===== src/rtl/scene_sched.sv =====
// Scene scheduler: picks the displayed scene, inserts black frames on
// every switch, and runs an optional timed slideshow.
module scene_sched #(
    parameter int N_SCENES     = 3,
    parameter int DWELL_FRAMES = 300,
    parameter int BLANK_FRAMES = 2,
    parameter bit AUTO_DEFAULT = 1'b1
) (
    input  logic       vga_clk,
    input  logic       sys_rst_n,
    input  logic       frame_tick,
    input  logic       key_next,
    input  logic       key_prev,
    input  logic       key_mode,
    output logic [1:0] scene_sel,
    output logic       blank,
    output logic       auto_mode,
    output logic       busy
);

    typedef enum logic [1:0] {SHOW, WAIT_FB, BLANK} state_t;

    localparam logic [1:0]  LAST     = 2'(N_SCENES - 1);
    localparam logic [15:0] DW_LAST  = 16'(DWELL_FRAMES - 1);
    localparam logic [7:0]  BL_LAST  = 8'(BLANK_FRAMES - 1);
    localparam bit          NO_BLANK = (BLANK_FRAMES == 0);

    state_t      state, state_n;
    logic [1:0]  scene_n;
    logic        blank_n, auto_n, busy_n;
    logic [15:0] dwell, dwell_n;
    logic [7:0]  bcnt, bcnt_n;
    logic        dir, dir_n;
    logic        pend, pend_n;
    logic        pdir, pdir_n;
    logic        req, expire, fwd;

    function automatic logic [1:0] step(input logic [1:0] s, input logic nxt);
        if (nxt) return (s == LAST) ? 2'd0 : s + 2'd1;
        return (s == 2'd0) ? LAST : s - 2'd1;
    endfunction

    always_comb begin
        state_n = state;
        scene_n = scene_sel;
        blank_n = blank;
        auto_n  = auto_mode;
        dwell_n = dwell;
        bcnt_n  = bcnt;
        dir_n   = dir;
        pend_n  = pend;
        pdir_n  = pdir;
        fwd     = 1'b1;
        req     = key_next | key_prev;
        expire  = frame_tick && auto_mode && !key_mode && (dwell == DW_LAST);

        unique case (state)
            SHOW: begin
                if (expire) begin
                    // a coinciding key or queued request picks the direction
                    fwd     = req ? key_next : (pend ? pdir : 1'b1);
                    scene_n = step(scene_sel, fwd);
                    pend_n  = 1'b0;
                    bcnt_n  = 8'd0;
                    state_n = NO_BLANK ? SHOW : BLANK;
                    blank_n = !NO_BLANK;
                    dwell_n = 16'd0;
                end else if (req || pend) begin
                    state_n = WAIT_FB;
                    dir_n   = req ? key_next : pdir;
                    pend_n  = 1'b0;
                    dwell_n = 16'd0;
                end else if (frame_tick && auto_mode) begin
                    dwell_n = dwell + 16'd1;
                end
            end
            WAIT_FB: begin
                if (req) begin
                    pend_n = 1'b1;
                    pdir_n = key_next;
                end
                if (frame_tick) begin
                    scene_n = step(scene_sel, dir);
                    bcnt_n  = 8'd0;
                    state_n = NO_BLANK ? SHOW : BLANK;
                    blank_n = !NO_BLANK;
                end
            end
            BLANK: begin
                if (req) begin
                    pend_n = 1'b1;
                    pdir_n = key_next;
                end
                if (frame_tick) begin
                    if (bcnt == BL_LAST) begin
                        state_n = SHOW;
                        blank_n = 1'b0;
                    end else begin
                        bcnt_n = bcnt + 8'd1;
                    end
                end
            end
            default: begin
                state_n = SHOW;
                blank_n = 1'b0;
            end
        endcase

        if (key_mode) begin
            auto_n  = !auto_mode;
            dwell_n = 16'd0;
        end
        if (state_n != SHOW || !auto_n) dwell_n = 16'd0;
        busy_n = (state_n != SHOW);
    end

    always_ff @(posedge vga_clk or negedge sys_rst_n) begin
        if (!sys_rst_n) begin
            state     <= SHOW;
            scene_sel <= 2'd0;
            blank     <= 1'b0;
            busy      <= 1'b0;
            auto_mode <= AUTO_DEFAULT;
            dwell     <= 16'd0;
            bcnt      <= 8'd0;
            dir       <= 1'b1;
            pend      <= 1'b0;
            pdir      <= 1'b1;
        end else begin
            state     <= state_n;
            scene_sel <= scene_n;
            blank     <= blank_n;
            busy      <= busy_n;
            auto_mode <= auto_n;
            dwell     <= dwell_n;
            bcnt      <= bcnt_n;
            dir       <= dir_n;
            pend      <= pend_n;
            pdir      <= pdir_n;
        end
    end

endmodule


===== config.mk =====
export PLATFORM = sky130hd
export DESIGN_NAME = scene_sched
export DESIGN_NICKNAME = d
export VERILOG_FILES = /design/src/rtl/scene_sched.sv
export SDC_FILE = /design/constraint.sdc
export NUM_CORES = 1
export LEC_CHECK = 0
export CAP_MARGIN = 20
export CORE_MARGIN = 2
export CORE_UTILIZATION = 33
export DETAILED_ROUTE_END_ITERATION = 16
export SLEW_MARGIN = 20
export SYNTH_ARGS = -nofsm -noshare
export SYNTH_HDL_FRONTEND = slang
export SYNTH_SLANG_ARGS = --single-unit

===== constraint.sdc =====
create_clock -name vga_clk -period 4.75 [get_ports vga_clk]
set_input_delay 0.95 -clock vga_clk [delete_from_list [all_inputs] [get_ports vga_clk]]
set_output_delay 0.95 -clock vga_clk [all_outputs]
set_load 0.02 [all_outputs]

==> flow_results.xml <==
<?xml version="1.0" encoding="UTF-8"?>
<metrics>
  <group name="floorplanning">
    <metric name="floorplan.io_pins" unit="">11</metric>
    <metric name="dieArea" unit="sq um">7450</metric>
    <metric name="floorplan.rows" unit="">29</metric>
    <metric name="die_y" unit="um">86.3</metric>
    <metric name="die-width" unit="um">86.3</metric>
    <metric name="initial_utilization" unit="">0.346</metric>
    <metric name="design.core.area" unit="sq um">6460</metric>
  </group>
  <group name="power">
    <metric name="total_power" unit="W">0.00113</metric>
    <metric name="p_clk_frac" unit="">0.203</metric>
    <metric name="powerDensity" unit="nW/um^2">460</metric>
    <metric name="leakagePower" unit="nW">0.917</metric>
    <metric name="p_sw" unit="W">0.000476</metric>
    <metric name="switching_share" unit="">0.420</metric>
    <metric name="p_int" unit="W">0.000659</metric>
    <metric name="power_frac_comb" unit="">0.456</metric>
    <metric name="p_seq_frac" unit="">0.341</metric>
    <metric name="worst_ir_drop_vdd" unit="mV">0.147</metric>
  </group>
  <group name="run">
    <metric name="timing.max_cap.violations" unit="">0</metric>
  </group>
  <group name="clocking">
    <metric name="postCtsSetupBuffers" unit="">0</metric>
    <metric name="hold_buffers" unit="">0</metric>
    <metric name="clk_latency" unit="ns">0.29</metric>
    <metric name="cts-buffers-inserted" unit="">5</metric>
    <metric name="cts_max_level" unit="">2</metric>
    <metric name="clock_sink_count" unit="">34</metric>
    <metric name="worst_path_clk_slew" unit="ns">0.08</metric>
    <metric name="tritoncts_clock_tree" unit="">done</metric>
    <metric name="clock_buffer_depth" unit="">2</metric>
    <metric name="postcts_resize_cnt" unit="">0</metric>
    <metric name="cts_root_buffer_type" unit="">sky130_fd_sc_hd__clkbuf_8</metric>
  </group>
  <group name="route">
    <metric name="antenna_violating_nets_post_route" unit="">0</metric>
    <metric name="wirelength" unit="um">4960</metric>
    <metric name="route.detailed.drc" unit="">0</metric>
    <metric name="drt_pass1_iterations" unit="">4</metric>
    <metric name="drt-wirelength-per-cell" unit="um">15.0</metric>
    <metric name="via_count" unit="">1927</metric>
    <metric name="vias_per_cell" unit="">5.84</metric>
    <metric name="drt-initial-drc-count" unit="">81</metric>
  </group>
  <group name="global_routing">
    <metric name="grt_first_pass_wirelength" unit="um">8420</metric>
    <metric name="grt_pass1_vias" unit="">1764</metric>
    <metric name="antenna_violations_before_repair" unit="">0</metric>
    <metric name="maximum_number_of_pins_on_one_net_before_global_route_repair" unit="">35</metric>
    <metric name="globalRouteTotalUtil" unit="">0.140</metric>
    <metric name="grt-ovfl-total" unit="">0</metric>
  </group>
  <group name="yosys">
    <metric name="yosys.cell_count.top_type" unit="">sky130_fd_sc_hd__dfrtp_1</metric>
    <metric name="yosys_warnings" unit="">0</metric>
    <metric name="synth.cell_area" unit="sq um">2230</metric>
    <metric name="synth.ff_latch_count" unit="">34</metric>
    <metric name="number_of_enable_flip_flop_cells_after_synthesis" unit="">0</metric>
    <metric name="post_synth_num_cell_types" unit="">54</metric>
    <metric name="post-synth-top-area-fraction" unit="">0.347</metric>
    <metric name="synth-seq-area-share" unit="">0.382</metric>
    <metric name="syn_nets" unit="">262</metric>
    <metric name="ys_top_cells_by_area" unit="">sky130_fd_sc_hd__dfrtp_1, sky130_fd_sc_hd__ha_1, sky130_fd_sc_hd__nor3_1</metric>
    <metric name="synthFlopType" unit="">sky130_fd_sc_hd__dfrtp_1</metric>
    <metric name="synth_cells" unit="">246</metric>
    <metric name="yosys-top-cells-count" unit="">sky130_fd_sc_hd__dfrtp_1, sky130_fd_sc_hd__nand2_1, sky130_fd_sc_hd__nor3_1, sky130_fd_sc_hd__o21ai_0</metric>
    <metric name="synthArstFlopShare" unit="">1.00</metric>
    <metric name="syn_avg_cell_area" unit="sq um">9.08</metric>
    <metric name="yosysTopAreaCell" unit="">sky130_fd_sc_hd__dfrtp_1</metric>
  </group>
  <group name="timing">
    <metric name="timing.final.crit_share" unit="">0.665</metric>
    <metric name="hold-worst-slack" unit="ns">0.515</metric>
    <metric name="fmax" unit="MHz">317</metric>
    <metric name="finalHoldViolCount" unit="">0</metric>
    <metric name="max-slew-margin-rel" unit="">0.405</metric>
    <metric name="finalCriticalPeriod" unit="ns">3.16</metric>
    <metric name="fin_tns_setup" unit="ns">0</metric>
    <metric name="tightestPinTransition" unit="ns">0.893</metric>
    <metric name="finalMaxSlewViolations" unit="">0</metric>
    <metric name="finalSetupViolations" unit="">0</metric>
    <metric name="setup_repair_after_global_routing_missed_its_margin" unit="">false</metric>
    <metric name="worst_clock_skew" unit="ns">0.00897</metric>
  </group>
  <group name="setup_path">
    <metric name="crit_path_end_kind" unit="">flip-flop</metric>
    <metric name="critical_path_peak_fanout" unit="">19</metric>
    <metric name="timing.critical_path.slowest_stage_cell" unit="">sky130_fd_sc_hd__nand3_1</metric>
    <metric name="worst-setup-path-type" unit="">in2reg</metric>
    <metric name="reg2reg_start" unit="">dwell[0]$_DFFE_PN0P_</metric>
    <metric name="cp_slowest_stage_delay" unit="ns">0.65</metric>
    <metric name="setup.worst_path.start_class" unit="">primary input</metric>
    <metric name="crit_top_cell" unit="">sky130_fd_sc_hd__nor3_1</metric>
    <metric name="worstSetupStartpoint" unit="">key_next</metric>
    <metric name="path_cells" unit="">clkdlybuf4s50_1, nor3_1, nand3_1, o311ai_0, o21ai_0, nor3_1</metric>
    <metric name="critPathArrivalTime" unit="ns">3.36</metric>
    <metric name="critPathRequiredTime" unit="ns">4.95</metric>
  </group>
  <group name="placed_design">
    <metric name="globalplace.congestion" unit="">0.800</metric>
    <metric name="port_buffer_cells" unit="">10</metric>
    <metric name="dpl.cell_count" unit="">322</metric>
    <metric name="dp_hpwl" unit="um">3340</metric>
  </group>
  <group name="final_layout">
    <metric name="finalNonFillerCells" unit="">330</metric>
    <metric name="synthToLayoutAreaGrowth" unit="%">10.5</metric>
    <metric name="finalNetCount" unit="">268</metric>
    <metric name="n_antenna_cell" unit="">0</metric>
    <metric name="finish.utilization" unit="">0.382</metric>
    <metric name="layout-drive-gt1-share" unit="">0.0909</metric>
  </group>
  <group name="worst_hold_path">
    <metric name="hold_path.class" unit="">reg2reg</metric>
    <metric name="hold_path.startpoint" unit="">blank$_DFFE_PN0P_</metric>
  </group>
  <group name="run_status">
    <metric name="run_status" unit="">completed</metric>
  </group>
</metrics>
[cell families (layout without fill, tap and decap cells)]
| family | Yosys count | count (layout) | synth area share |
|---|---|---|---|
| AOI/OAI and AO/OA | 69 | 69 | 0.218 |
| xor gates and xnor gates | 2 | 2 | 0.00784 |
| adders and majority gates | 10 | 10 | 0.0560 |
| buffers and inverters | 21 | 28 | 0.0442 |
| DFF | 34 | 34 | 0.382 |
| muxes | 8 | 8 | 0.0358 |
| and+or+nand+nor | 102 | 102 | 0.255 |
[final timing paths]
check / end / slack [ns] / depth (start not counted)
max in group asynchronous: auto_mode$_DFF_PN1_ / 3.35 / 2
setup reg to reg: dwell[0]$_DFFE_PN0P_ / 1.94 / 6
hold reg to reg: blank$_DFFE_PN0P_ / 0.51 / 2
hold / removal: blank$_DFFE_PN0P_ / 0.51 / 2
setup / recovery: dwell[12]$_DFFE_PN0P_ / 1.59 / 6
min in group asynchronous: blank$_DFFE_PN0P_ / 1.07 / 2
[cell type report]
type,count,area (sq um)
inverters,9,33.8
multi-input cells,191,1280
clock inverters,2,12.5
repair buffers,11,108
well taps,77,96.3
clock buffers,6,82.6
fillers,650,3990
flip-flops and latches,34,855
[metrics by stage]
step / worst slack, ns / instance area, sq um
detailed placement: 1.34 / 2370
finish: 1.59 / 2470
CTS: 1.64 / 2470
global route: 1.43 / 2470
global placement: 1.43 / 2370
floorplan: 2.47 / 2230
[placed cells by master, fill, tap and decap left out, types with 3 or more instances in the layout]
cell type and instances:
sky130_fd_sc_hd__a211oi_1 6, sky130_fd_sc_hd__a21oi_1 11, sky130_fd_sc_hd__a22oi_1 5, sky130_fd_sc_hd__clkbuf_8 6, sky130_fd_sc_hd__clkdlybuf4s50_1 10, sky130_fd_sc_hd__dfrtp_1 31
sky130_fd_sc_hd__dfstp_2 3, sky130_fd_sc_hd__ha_1 10, sky130_fd_sc_hd__inv_1 9, sky130_fd_sc_hd__mux2i_1 8, sky130_fd_sc_hd__nand2_1 21, sky130_fd_sc_hd__nand3_1 10
sky130_fd_sc_hd__nand4_1 4, sky130_fd_sc_hd__nor2_1 10, sky130_fd_sc_hd__nor3_1 21, sky130_fd_sc_hd__nor4_1 11, sky130_fd_sc_hd__o21ai_0 21, sky130_fd_sc_hd__o311ai_0 4
sky130_fd_sc_hd__o31ai_1 7, sky130_fd_sc_hd__or3_1 4
[power groups by stage]
stage               logic [W]  registers (W)  clock network, W
floorplan            0.000374       0.000410                 0
finish               0.000518       0.000387          0.000230
global route         0.000573       0.000395          0.000250
detailed placement   0.000517       0.000392                 0
CTS                  0.000519       0.000387          0.000237
global placement     0.000512       0.000394                 0
[worst max-delay path, delay by kind of cell]
family	cells	cell delay, ns
and+or+nand+nor	3	1.25
AOI/OAI and AO/OA	2	0.65
buffers and inverters	1	0.50
[sequential cells by signal, indices dropped and copies added, names as in the netlist]
| register | count |
|---|---|
| dwell | 16 |
| bcnt | 8 |
| scene_sel | 2 |
| dir | 1 |
| busy | 1 |
| state | 2 |
| pend | 1 |
| blank | 1 |
| pdir | 1 |
| auto_mode | 1 |
[routing by layer]
layer  vias up  track usage  routed length, um
met1       933        0.198               2550
met4         0       0.0455                 49
met5         -            0                  0
met2        45        0.215               2170
li1        944            -                  -
met3         5       0.0286                193
(Power assumes the default switching activity.)
